$ cat config.mk
export PLATFORM = sky130hd
export DESIGN_NAME = idex_stage
export DESIGN_NICKNAME = d
export VERILOG_FILES = /design/src/rtl/riscv_pkg.sv /design/src/rtl/forward_unit.sv /design/src/rtl/idex_stage.sv
export SDC_FILE = /design/constraint.sdc
export NUM_CORES = 1
export LEC_CHECK = 0
export BUFFER_PORTS_ARGS = -buffer_cell sky130_fd_sc_hd__clkbuf_2
export CAP_MARGIN = 20
export CORE_AREA = 5 5 155 157
export CTS_BUF_LIST = sky130_fd_sc_hd__clkbuf_4 sky130_fd_sc_hd__clkbuf_8 sky130_fd_sc_hd__clkbuf_16
export DETAILED_ROUTE_END_ITERATION = 10
export DIE_AREA = 0 0 160 162
export SLEW_MARGIN = 10
export SYNTH_ARGS = -nofsm -noshare
export SYNTH_HDL_FRONTEND = slang
export SYNTH_HIERARCHICAL = 1
export SYNTH_SLANG_ARGS = --single-unit
$ cat constraint.sdc
create_clock -name clk -period 1.32 [get_ports clk]
set_input_delay 0 -clock clk [delete_from_list [all_inputs] [get_ports clk]]
set_output_delay 0 -clock clk [all_outputs]
set_load 0.01 [all_outputs]
$ cat src/rtl/riscv_pkg.sv
// Shared definitions for the RISC-V pipeline: result-source and forward-select
// encodings, the registered EX control bundle, and the register-match helper.
package riscv_pkg;

  localparam int XLEN = 32;

  localparam logic [1:0] RESULTSRC_LOAD = 2'b01;

  typedef enum logic [1:0] {
    FWD_RF = 2'b00,
    FWD_W  = 2'b01,
    FWD_M  = 2'b10
  } fwd_sel_e;

  typedef struct packed {
    logic       valid;
    logic       regwrite;
    logic       memwrite;
    logic       branch;
    logic       jump;
    logic [1:0] resultsrc;
  } ex_ctl_t;

  // x0 is hardwired to zero, so a write to it never creates a dependency.
  function automatic logic reg_match(input logic [4:0] rs, input logic [4:0] rd);
    return (rd != 5'd0) && (rs == rd);
  endfunction

endpackage

$ cat src/rtl/forward_unit.sv
// Forward-select for one EX source operand; the MEM-stage producer has priority
// over the WB-stage producer because it holds the younger value.
module forward_unit
  import riscv_pkg::*;
(
  input  logic [4:0] rs_e,
  input  logic [4:0] rd_m,
  input  logic       regwrite_m,
  input  logic [4:0] rd_w,
  input  logic       regwrite_w,
  output fwd_sel_e   sel
);

  always_comb begin
    sel = FWD_RF;
    if (regwrite_m && reg_match(rs_e, rd_m)) begin
      sel = FWD_M;
    end else if (regwrite_w && reg_match(rs_e, rd_w)) begin
      sel = FWD_W;
    end
  end

endmodule

$ cat src/rtl/idex_stage.sv
// ID/EX pipeline register with operand forwarding, load-use stall and flush.
// Build option IDEX_FORWARD_EN: defined = M/W forwarding, only load-use stalls;
// undefined = no forwarding muxes, stall on any EX/MEM register dependency.
module idex_stage
  import riscv_pkg::*;
#(
  parameter int XLEN = riscv_pkg::XLEN
) (
  input  logic            clk,
  input  logic            reset,
  input  logic            valid_d,
  input  logic [XLEN-1:0] rd1_d,
  input  logic [XLEN-1:0] rd2_d,
  input  logic [XLEN-1:0] immext_d,
  input  logic [XLEN-1:0] pc_d,
  input  logic [4:0]      rs1_d,
  input  logic [4:0]      rs2_d,
  input  logic [4:0]      rd_d,
  input  logic [2:0]      alucontrol_d,
  input  logic            alusrc_d,
  input  logic            regwrite_d,
  input  logic            memwrite_d,
  input  logic            branch_d,
  input  logic            jump_d,
  input  logic [1:0]      resultsrc_d,
  input  logic            flush_e,
  input  logic [4:0]      rd_m,
  input  logic            regwrite_m,
  input  logic [XLEN-1:0] aluresult_m,
  input  logic [4:0]      rd_w,
  input  logic            regwrite_w,
  input  logic [XLEN-1:0] result_w,
  output logic            stall_d,
  output logic [XLEN-1:0] srca_e,
  output logic [XLEN-1:0] srcb_e,
  output logic [XLEN-1:0] writedata_e,
  output logic [XLEN-1:0] pc_e,
  output logic [XLEN-1:0] immext_e,
  output logic [4:0]      rd_e,
  output logic [2:0]      alucontrol_e,
  output logic [1:0]      resultsrc_e,
  output logic            valid_e,
  output logic            regwrite_e,
  output logic            memwrite_e,
  output logic            branch_e,
  output logic            jump_e
);

  // valid_d/valid_e qualify the decode and execute slots. There is no
  // back-pressure from EX: stall_d is the only hold signal returned to decode,
  // and a bubble clears every side-effecting control bit of the EX slot.
  ex_ctl_t         ctl_d;
  ex_ctl_t         ctl_q;
  logic            bubble;
  logic            alusrc_e;
  logic [XLEN-1:0] rd1_e;
  logic [XLEN-1:0] rd2_e;
  logic [XLEN-1:0] fwd_a;
  logic [XLEN-1:0] fwd_b;

  assign bubble = flush_e | stall_d | ~valid_d;

  always_comb begin
    ctl_d = '{valid: valid_d, regwrite: regwrite_d, memwrite: memwrite_d,
              branch: branch_d, jump: jump_d, resultsrc: resultsrc_d};
    if (bubble) begin
      ctl_d = '0;
    end
  end

  always_ff @(posedge clk) begin
    if (reset) begin
      ctl_q        <= '0;
      alusrc_e     <= 1'b0;
      rd1_e        <= '0;
      rd2_e        <= '0;
      immext_e     <= '0;
      pc_e         <= '0;
      rd_e         <= 5'd0;
      alucontrol_e <= 3'd0;
    end else begin
      ctl_q        <= ctl_d;
      alusrc_e     <= alusrc_d;
      rd1_e        <= rd1_d;
      rd2_e        <= rd2_d;
      immext_e     <= immext_d;
      pc_e         <= pc_d;
      rd_e         <= rd_d;
      alucontrol_e <= alucontrol_d;
    end
  end

`ifdef IDEX_FORWARD_EN
  logic [4:0] rs1_e;
  logic [4:0] rs2_e;
  fwd_sel_e   sel_a;
  fwd_sel_e   sel_b;
  logic       load_use;

  always_ff @(posedge clk) begin
    if (reset) begin
      rs1_e <= 5'd0;
      rs2_e <= 5'd0;
    end else begin
      rs1_e <= rs1_d;
      rs2_e <= rs2_d;
    end
  end

  // Only a load in EX cannot be forwarded in time; everything else is bypassed.
  assign load_use = ctl_q.valid && (ctl_q.resultsrc == RESULTSRC_LOAD) &&
                    (reg_match(rs1_d, rd_e) || reg_match(rs2_d, rd_e));
  assign stall_d  = load_use & ~flush_e;

  forward_unit u_fwd_a (
    .rs_e       (rs1_e),
    .rd_m       (rd_m),
    .regwrite_m (regwrite_m),
    .rd_w       (rd_w),
    .regwrite_w (regwrite_w),
    .sel        (sel_a)
  );

  forward_unit u_fwd_b (
    .rs_e       (rs2_e),
    .rd_m       (rd_m),
    .regwrite_m (regwrite_m),
    .rd_w       (rd_w),
    .regwrite_w (regwrite_w),
    .sel        (sel_b)
  );

  always_comb begin
    fwd_a = rd1_e;
    fwd_b = rd2_e;
    case (sel_a)
      FWD_M:   fwd_a = aluresult_m;
      FWD_W:   fwd_a = result_w;
      default: fwd_a = rd1_e;
    endcase
    case (sel_b)
      FWD_M:   fwd_b = aluresult_m;
      FWD_W:   fwd_b = result_w;
      default: fwd_b = rd2_e;
    endcase
  end
`else
  logic raw_hazard;
  logic unused_fwd;

  // Without bypassing, decode must wait until producers in EX and MEM retire.
  assign raw_hazard = (ctl_q.valid && ctl_q.regwrite &&
                       (reg_match(rs1_d, rd_e) || reg_match(rs2_d, rd_e))) ||
                      (regwrite_m &&
                       (reg_match(rs1_d, rd_m) || reg_match(rs2_d, rd_m)));
  assign stall_d    = raw_hazard & ~flush_e;
  assign fwd_a      = rd1_e;
  assign fwd_b      = rd2_e;
  assign unused_fwd = ^{rd_w, regwrite_w, aluresult_m, result_w};
`endif

  assign srca_e      = fwd_a;
  assign writedata_e = fwd_b;
  assign srcb_e      = alusrc_e ? immext_e : fwd_b;

  assign valid_e     = ctl_q.valid;
  assign regwrite_e  = ctl_q.regwrite;
  assign memwrite_e  = ctl_q.memwrite;
  assign branch_e    = ctl_q.branch;
  assign jump_e      = ctl_q.jump;
  assign resultsrc_e = ctl_q.resultsrc;

endmodule

==> flow_metrics.py, run 1 <==
metrics = {
    "job": {
        "max_cap_viol_count": 0,
    },
    "sta": {
        "hold_viol": 0,
        "setup_viol": 40,
        "post-route-period-util": 1.38,
        "fmax_ghz": 0.550,
        "layout_setup_ws_ns": -0.498,
        "rsz0062_at_grt": "true",
        "maxSlewViolCount": 0,
        "worst_slew_pin_slew_ns": 0.343,
        "slew_headroom": 0.771,
        "min_period_ns": 1.82,
        "fin_setup_tns_ns": -7.75,
        "finalClockSkew_ns": 0.00377,
    },
    "placed_design": {
        "pre_cts_slack_ns": -0.238,
        "port-buffer-count": 338,
        "gp_congestion": 0.775,
        "dpl.hpwl_um": 11700,
    },
    "clock_network": {
        "clk_pin_slew_ns": 0.06,
        "clk_latency_ns": 0.41,
        "cts_buffers": 17,
        "cts_tree": "done",
        "cts_buffer_depth": 2,
        "cts_root_buf": "clkbuf_16",
        "clkSinkCount": 144,
        "htree_num_levels": 4,
    },
    "pwr": {
        "ir_worst_vdd_uv": 661,
        "power.density_mw_per_mm2": 1210,
        "p_leak_nw": 4.42,
        "comb_power_share": 0.155,
        "seq_power_share": 0.421,
        "intPower_mw": 8.33,
        "p_sw_mw": 2.82,
        "p_clk_frac": 0.424,
        "switching_share": 0.253,
    },
    "route": {
        "via_count": 4568,
        "top_layer": "met4",
        "first_pass_iters": 4,
        "wire_per_inst_um": 15.2,
        "route.met3.wl_um": 1560,
        "drtIter0Drc": 130,
        "wl_met1_um": 6780,
        "final_antenna_net_count": 0,
        "wirelength_um": 17900,
        "remaining_drc_errors": 0,
        "met2_wirelength_um": 9350,
        "vias_per_cell": 3.86,
    },
    "floorplan": {
        "start_util": 0.203,
        "core_area_sq_mm": 0.0224,
        "die-height_um": 162,
        "die_w_um": 160,
        "die_area_sq_mm": 0.0259,
        "io_pins": 409,
        "num_rows": 55,
    },
    "global_route": {
        "grt_pass1_vias": 5075,
        "grt_start_max_net_pins": 54,
        "gr-total-overflow": 0,
        "grt_usage": 0.134,
        "grt_pass1_wl_um": 27500,
        "antenna_found_initial": 1,
    },
    "outcome": {
        "status": "finished, violations left",
        "violations": "setup timing",
    },
    "cells_and_area": {
        "n_fill_cell": 2113,
        "area_growth_pct": 103,
        "fin_nets": 1116,
        "seq_area_sq_mm": 0.00289,
        "drive_gt1_frac": 0.485,
        "multiInputGateArea_sq_mm": 0.00174,
        "utilization": 0.411,
    },
    "yosys": {
        "synthesis.instances": 377,
        "synth_top_area_frac": 0.635,
        "synth_nets": 610,
        "synth_top_family_by_area": "simple AND/OR/NAND/NOR gates",
        "synth-seq-area-share": 0.635,
        "syn_area_sq_mm": 0.00454,
        "yosysWarnings": 6,
        "syn_avg_cell_area_sq_um": 12.0,
        "yosysTopAreaCell": "dfxtp_1",
        "synth-compound-area-share": 0.00992,
        "synth_xor_area_frac": 0.0386,
        "synthTopCellsByArea": "dfxtp_1 63%, nor2b_1 19%, mux2_2 7.9%",
        "synth_cell_types": 16,
        "synth_simple_gate_area_frac": 0.221,
        "synthMuxAreaShare": 0.0794,
        "synth-adder-area-share": 0,
        "synth-seq-cells": 144,
    },
    "setup_path": {
        "cp-end-kind": "output port",
        "start_kind": "register",
        "worstPathRequired_ns": 1.32,
        "path_class": "register to output port",
        "crit_fanout": 2,
        "cp.arrival_ns": 1.82,
    },
    "min_path": {
        "hold_class": "input port to register",
    },
}
-- metal layers --
layer  up-vias  global-route usage
met4         0              0.0415
met2       213               0.239
met5         -                   0
met3        22              0.0604
li1       2215                   -
met1      2118               0.143
-- final timing paths --
kind,startpoint,to,slack (ns),cells past startpoint
min reg2reg,regwrite_e,valid_e,0.95,5
min,valid_d,valid_e,0.04,3
max,rd_e[3],stall_d,-0.50,5
max reg2reg,rd_e[3],branch_e,-0.41,6
-- flip-flops by register name, summed over array words and instances, names as in the netlist --
name and flops:
immext_e 32, pc_e 32, srca_e 32, writedata_e 32, rd_e 5, alucontrol_e 3
resultsrc_e 2, alusrc_e 1, branch_e 1, jump_e 1, memwrite_e 1, regwrite_e 1
valid_e 1
-- cells in the mapped netlist (all sizes together) --
cell type and instances:
a22oi 2, and4bb 6, buf 3, clkbuf 17, dfxtp 144, mux2 32
nor2 4, nor2b 139, nor3 4, nor3b 1, o211ai 1, o21ai 1
o22ai 1, or4 2, xor2 20
-- final cells by class --
class | count | share of cell area
diodes | 1 | 0.000272
clock buffers | 19 | 0.0486
clock inverters | 13 | 0.0140
multi-input cells | 213 | 0.189
flip-flops and latches | 144 | 0.314
well taps | 285 | 0.0388
repair buffers | 507 | 0.395
-- power by group through the flow --
stage                     sequential, mW  combinational (mW)  clock, mW
after CTS                           4.68                1.64       4.93
final                               4.69                1.73       4.72
after floorplan                     4.87               0.396          0
after global routing                4.71                1.86       5.13
after global placement              4.77                1.16          0
after detailed placement            4.78                1.17          0
-- what timing repair did --
action                     4_1_cts  5_1_grt
hold endpoints to repair       144        0
hold buffers                   151        0
gates resized for setup         44       64
gates cloned                     2        1
buffers inserted                 5        0
setup endpoints to repair       40       40
pin swaps                        3        4
-- critical path, cell delays in order (launching register included) --
cell	delay [ns]
dfxtp_1	0.31
or4_4	0.54
o211ai_4	0.19
o22ai_4	0.10
nor2b_1	0.14
clkbuf_2	0.12
-- logic make-up after synthesis --
kind of cell | Yosys count
compound gates | 5
xor+xnor | 20
flops | 144
mux | 32
simple gates | 156
buf+inv | 20
-- per-stage QoR --
stage	power, mW	hold slack [ns]	cell area [sq um]	instances
detailed placement	5.94	0.212	6640	991
global route	11.7	0.0365	9200	1182
floorplan	5.27	0.0464	4540	377
finish	11.1	0.0416	9200	1182
global placement	5.93	0.207	6640	991
CTS	11.3	0.0156	9000	1181
-- layout by cell type, fill, tap and decap left out, types with 2 or more instances in the layout --
cell type / netlist / routed
clkinvlp_4: 0 / 4
xor2_1: 20 / 20
nor3_2: 0 / 2
buf_4: 0 / 12
buf_8: 0 / 4
nor2b_1: 139 / 139
buf_6: 0 / 26
nor2_1: 4 / 4
dfxtp_1: 144 / 141
clkbuf_16: 0 / 18
buf_12: 0 / 4
dfxtp_4: 0 / 2
inv_6: 0 / 4
nor3_1: 4 / 2
clkinv_4: 0 / 2
and4bb_2: 5 / 5
dlygate4sd3_1: 0 / 151
mux2_4: 0 / 32
clkbuf_2: 0 / 308
Power figures use the tool's default switching activity.
==> run 2, diff against run 1 <==
Settings changed: CELL_PAD_IN_SITES_DETAIL_PLACEMENT set to 1, CELL_PAD_IN_SITES_GLOBAL_PLACEMENT set to 1, CORE_AREA 5 5 155 157 to 5 5 156 158, DIE_AREA 0 0 160 162 to 0 0 161 163, PLACE_DENSITY_LB_ADDON set to 0.1, SYNTH_HIERARCHICAL 1 to not set.
==> run 2 against run 1 <==
The run still ends with setup timing left. Global-route usage is 0.57 points higher. Sequential power hardly changed. Clock power is 2% lower. Routed wire length is 6.5% higher. Non-clock buffer count is 3 higher. Sequential cell count stayed put. Register-to-register slack worse by 0.03 ns. Via count is 0.44% higher. Clock skew hardly changed. Synthesized cell count stayed put. Critical endpoint unchanged. Largest cell class unchanged. Largest power group is now registers. Highest routed layer unchanged.
==> flow_metrics.py, run 2 <==
metrics = {
    "pwr": {
        "intPower_mw": 8.18,
        "seq_power_share": 0.424,
        "p_sw_mw": 2.87,
        "ir_worst_vdd_uv": 595,
        "comb_power_share": 0.157,
        "p_clk_frac": 0.419,
        "p_leak_nw": 4.44,
        "switching_share": 0.260,
        "power.density_mw_per_mm2": 1200,
    },
    "floorplan": {
        "num_rows": 56,
        "io_pins": 409,
        "start_util": 0.198,
        "core_area_sq_mm": 0.0230,
        "die-height_um": 163,
        "die_w_um": 161,
        "die_area_sq_mm": 0.0262,
    },
    "clock_network": {
        "clk_latency_ns": 0.41,
        "htree_num_levels": 4,
        "clk_pin_slew_ns": 0.06,
        "clkSinkCount": 144,
        "cts_root_buf": "clkbuf_16",
        "cts_buffers": 17,
        "cts_tree": "done",
        "cts_buffer_depth": 2,
    },
    "placed_design": {
        "dpl.hpwl_um": 13200,
        "post_dp_cell_area_sq_mm": 0.00665,
        "port-buffer-count": 338,
        "gp_congestion": 0.706,
        "pre_cts_slack_ns": -0.246,
    },
    "sta": {
        "worst_slew_pin_slew_ns": 0.421,
        "fmax_ghz": 0.542,
        "maxSlewViolCount": 0,
        "rsz0062_at_grt": "true",
        "hold_ws_ns": 0.0553,
        "post-route-period-util": 1.40,
        "finalClockSkew_ns": 0.00400,
        "min_period_ns": 1.85,
        "hold_viol": 0,
        "slew_headroom": 0.719,
        "setup_viol": 40,
        "layout_setup_ws_ns": -0.526,
    },
    "cells_and_area": {
        "area_growth_pct": 102,
        "seq_area_sq_mm": 0.00289,
        "drive_gt1_frac": 0.479,
        "diodes": 0,
        "fin_nets": 1119,
        "layout_common_cells": "307 x clkbuf_2, 155 x dlygate4sd3_1, 141 x dfxtp_1",
        "multiInputGateArea_sq_mm": 0.00171,
        "layout_commonest_cell": "clkbuf_2",
        "n_fill_cell": 2593,
        "finalInstanceArea_sq_mm": 0.00919,
    },
    "yosys": {
        "synth_top_area_frac": 0.635,
        "synth-seq-area-share": 0.635,
        "synthTopCellsByArea": "dfxtp_1 63%, nor2b_1 19%, mux2_2 7.9%",
        "synth_top_cells_by_count": "144 x dfxtp_1, 139 x nor2b_1, 32 x mux2_2",
        "synth-adder-area-share": 0,
        "synthesis.instances": 377,
        "syn_avg_cell_area_sq_um": 12.0,
        "yosysTopAreaCell": "dfxtp_1",
        "yosys_most_used_dff": "dfxtp_1",
        "synth_top_family_by_area": "simple AND/OR/NAND/NOR gates",
        "syn_area_sq_mm": 0.00454,
        "synthArstFlopShare": 0,
        "yosysMostFrequentCell": "dfxtp_1",
        "yosysWarnings": 0,
        "synth_nets": 610,
        "synth_cell_types": 16,
        "synth-compound-area-share": 0.00992,
        "synth_simple_gate_area_frac": 0.221,
        "synth_xor_area_frac": 0.0386,
        "synth_edf_count": 0,
        "synth-seq-cells": 144,
        "synthMuxAreaShare": 0.0794,
    },
    "route": {
        "first_pass_iters": 4,
        "final_antenna_net_count": 0,
        "wl_met1_um": 6640,
        "route.met3.wl_um": 1320,
        "wirelength_um": 19100,
        "top_layer": "met4",
        "met2_wirelength_um": 10700,
        "vias_per_cell": 3.86,
        "via_count": 4588,
        "remaining_drc_errors": 0,
        "wire_per_inst_um": 16.1,
        "drtIter0Drc": 100,
    },
    "min_path": {
        "hold_class": "input port to register",
    },
    "job": {
        "max_cap_viol_count": 0,
    },
    "global_route": {
        "gr-total-overflow": 0,
        "grt_start_max_net_pins": 85,
        "grt_pass1_wl_um": 28500,
        "grt_pass1_vias": 5362,
        "antenna_found_initial": 0,
        "grt_usage": 0.140,
    },
    "setup_path": {
        "crit_fanout": 4,
        "path_class": "register to output port",
        "start_kind": "register",
        "worstPathRequired_ns": 1.32,
        "cp-end-kind": "output port",
        "cp.arrival_ns": 1.85,
    },
    "outcome": {
        "status": "finished, violations left",
        "violations": "setup timing",
    },
}
==> run 2: changes by cell type in the layout (fill, tap and decap cells not counted), sizes merged <==
cell	change
dlygate4sd3	+4
clkbuf	-2
inv	+2
buf	+1
bufinv	-1
clkinvlp	-1
diode	-1
==> run 2: logic make-up after synthesis <==
family / Yosys count
AO/OA/AOI/OAI: 5
XOR/XNOR: 20
multiplexers: 32
flip-flops: 144
buffers and inverters: 20
AND/OR/NAND/NOR: 156
==> run 2: power by group through the flow <==
stage / Sequential (mW) / Combinational (mW) / Clock [mW]
floorplan: 4.87 / 0.396 / 0
global placement: 4.76 / 1.18 / 0
detailed placement: 4.77 / 1.19 / 0
CTS: 4.69 / 1.65 / 4.84
global route: 4.71 / 1.87 / 4.99
finish: 4.69 / 1.73 / 4.63
==> run 2: cell type report <==
type	count	area share
Clock inverter	13	0.0131
Tap cell	290	0.0395
Timing Repair Buffer	510	0.398
Sequential cell	144	0.314
Multi-Input combinational cell	213	0.186
Clock buffer	19	0.0486
==> run 2: path summary, 6_finish.rpt <==
check / start / end / slack, ns / depth (start not counted)
setup / recovery: rd_e[1] / stall_d / -0.53 / 5
hold / removal: valid_d / valid_e / 0.06 / 3
setup reg to reg: rd_e[1] / branch_e / -0.44 / 6
hold reg to reg: valid_e / valid_e / 0.95 / 5
==> run 2: metrics by stage <==
step | cells | TNS (ns) | util | total power, mW
finish | 1189 | -8.01 | 0.400 | 11.1
global route | 1189 | -10.70 | 0.400 | 11.6
detailed placement | 997 | -1.76 | 0.289 | 5.97
global placement | 997 | -1.50 | 0.289 | 5.94
CTS | 1188 | -9.03 | 0.390 | 11.2
floorplan | 377 | -0.947 | - | 5.27
==> run 2: repair_timing <==
item	CTS	global route
hold buffers	155	0
setup buffers	1	1
pin swaps	1	1
setup endpoints to repair	40	40
hold endpoints to repair	144	0
resized for setup	29	81
gates cloned	3	0
==> run 2: critical path, stage by stage, from the launching register on <==
cell	delay (ns)
dfxtp_2	0.34
or4_4	0.53
o211ai_2	0.16
o22ai_2	0.13
nor2b_1	0.15
clkbuf_2	0.13
==> run 2: metal layers <==
metal | global-route usage | vias up
met2 | 0.271 | 188
met3 | 0.0549 | 29
met5 | 0 | -
met4 | 0.0461 | 0
met1 | 0.134 | 2161
li1 | - | 2210
==> run 3, diff against run 2 <==
==> constraint.sdc (replaced) <==
create_clock -name clk -period 1.32 [get_ports clk]
set_input_delay 0.264 -clock clk [delete_from_list [all_inputs] [get_ports clk]]
set_output_delay 0.264 -clock clk [all_outputs]
set_load 0.01 [all_outputs]
==> run 3 against run 2 <==
The flow still finishes with violations (setup timing). First-iteration DRC count fell by 15%. Count of clock-buffer cells in the layout did not move. Combinational power fell by 21%. Global-route usage fell by 1.4 points. Critical path type unchanged. Critical endpoint unchanged.
==> flow_metrics.py, run 3 (synthesized netlist as in run 2, its figures left out) <==
metrics = {
    "route": {
        "vias_per_cell": 3.87,
        "drtIter0Drc": 85,
        "first_pass_iters": 4,
        "wire_per_inst_um": 16.4,
        "wirelength_um": 17100,
        "remaining_drc_errors": 0,
        "via_count": 4034,
        "final_antenna_net_count": 0,
    },
    "clock_network": {
        "cts_buffer_depth": 2,
        "ctsHoldBuffers": 0,
        "clkSinkCount": 144,
        "clk_latency_ns": 0.41,
        "cts_buffers": 17,
        "cts_root_buf": "clkbuf_16",
        "cts_tree": "done",
        "htree_num_levels": 4,
        "clk_pin_slew_ns": 0.06,
    },
    "sta": {
        "setup_viol": 40,
        "fmax_ghz": 0.489,
        "post-route-period-util": 1.55,
        "hold_viol": 0,
        "slew_headroom": 0.727,
        "min_period_ns": 2.04,
        "maxSlewViolCount": 0,
        "rsz0062_at_grt": "true",
        "finalClockSkew_ns": 0.00748,
        "worst_slew_pin_slew_ns": 0.409,
        "hold_ws_ns": 0.0564,
        "fin_setup_tns_ns": -16.27,
        "layout_setup_ws_ns": -0.724,
    },
    "setup_path": {
        "worstReg2RegStart": "rd_e[1]",
        "critical-path-top-delay-family": "simple AND/OR/NAND/NOR gates",
        "crit_chain": "or4_4, o211ai_2, o22ai_2, nor2b_4, clkbuf_2",
        "cp.arrival_ns": 1.78,
        "worst-path-buf-inv": 1,
        "r2r_setup_slack_ns": -0.39,
        "crit_slowest_cell": "or4_4",
        "cpPeakStageDelay_ns": 0.52,
        "path_class": "register to output port",
        "cp-end-kind": "output port",
        "worstPathRequired_ns": 1.06,
        "start_kind": "register",
        "crit_fanout": 2,
        "regToRegEndpoint": "jump_e",
        "r2r_cells": 6,
    },
    "outcome": {
        "status": "finished, violations left",
        "violations": "setup timing",
    },
    "floorplan": {
        "num_rows": 56,
        "io_pins": 409,
        "die_w_um": 161,
        "start_util": 0.198,
        "die-height_um": 163,
        "die_area_sq_mm": 0.0262,
        "core_area_sq_mm": 0.0230,
    },
    "placed_design": {
        "dpl.hpwl_um": 13400,
        "pre_cts_slack_ns": -0.415,
        "gp_congestion": 0.771,
        "port-buffer-count": 338,
    },
    "pwr": {
        "intPower_mw": 8.22,
        "p_leak_nw": 3.83,
        "p_clk_frac": 0.445,
        "ir_worst_vdd_uv": 661,
        "switching_share": 0.244,
        "p_sw_mw": 2.66,
        "seq_power_share": 0.430,
        "power.density_mw_per_mm2": 1410,
        "comb_power_share": 0.125,
    },
    "cells_and_area": {
        "drive_gt1_frac": 0.589,
        "n_fill_cell": 2634,
        "diodes": 0,
        "layout_common_cells": "314 x clkbuf_2, 138 x nor2b_1, 138 x dfxtp_1",
        "utilization": 0.336,
        "layout_commonest_cell": "clkbuf_2",
        "area_growth_pct": 70.0,
        "fin_nets": 972,
    },
    "global_route": {
        "grt_start_max_net_pins": 60,
        "antenna_found_initial": 0,
        "grt_pass1_vias": 4390,
        "grt_usage": 0.126,
        "grt_pass1_wl_um": 25100,
        "gr-total-overflow": 0,
    },
    "min_path": {
        "min-delay-start": "immext_d[25]",
        "hold_end": "immext_e[25]",
        "hold_depth": 2,
        "hold_class": "input port to register",
    },
    "job": {
        "max_cap_viol_count": 0,
    },
}
-- run 3: how the worst max path moves through the flow --
stage	start	end	slack, ns	cells after the start
after CTS	rd_e[1]	stall_d	-0.75	5
after global routing	rd_e[1]	stall_d	-0.81	5
after floorplan	rd_e[1]	stall_d	-0.23	4
after global placement	rd_m[1]	stall_d	-0.40	6
after detailed placement	rd_m[1]	stall_d	-0.42	6
final	rd_e[1]	stall_d	-0.72	5
-- run 3: power by group through the flow --
stage | Combinational (mW) | Clock (mW) | Sequential, mW
3_5_place_dp | 1.21 | 0 | 4.78
3_3_place_gp | 1.20 | 0 | 4.77
4_1_cts | 1.33 | 5.04 | 4.69
2_1_floorplan | 0.398 | 0 | 4.87
6_report | 1.36 | 4.84 | 4.68
5_1_grt | 1.47 | 5.21 | 4.71
-- run 3: repair_timing --
| action | 4_1_cts | 5_1_grt |
|---|---|---|
| endpoints found under the setup margin | 42 | 43 |
| pin swaps | 8 | 1 |
| cloned | 4 | 0 |
| setup buffers | 6 | 7 |
| resized for setup | 45 | 67 |
-- run 3: stage by stage --
step,std cells,total power [mW],cell area (sq um)
global route,1042,11.4,7720
floorplan,377,5.27,4550
finish,1042,10.9,7720
detailed placement,1001,5.99,6700
global placement,1001,5.97,6700
CTS,1041,11.1,7620
-- run 3: area by class of cell --
class	instances	area, sq um	area share
clock buffers	19	447	0.0579
clock inverters	13	151	0.0196
multi-input cells	213	1710	0.222
flip-flops and latches	144	2900	0.375
well taps	290	363	0.0470
repair buffers	363	2150	0.279
-- run 3: layer usage --
metal  vias to the layer above  wire length [um]  GRT usage  part of all wire
li1                       1920                 -          -                 -
met1                      1912              6180      0.130              0.36
met2                       185              9050      0.228              0.53
met3                        17              1520     0.0532             0.089
met4                         0               318     0.0496             0.019
met5                         -                 0          0                 0
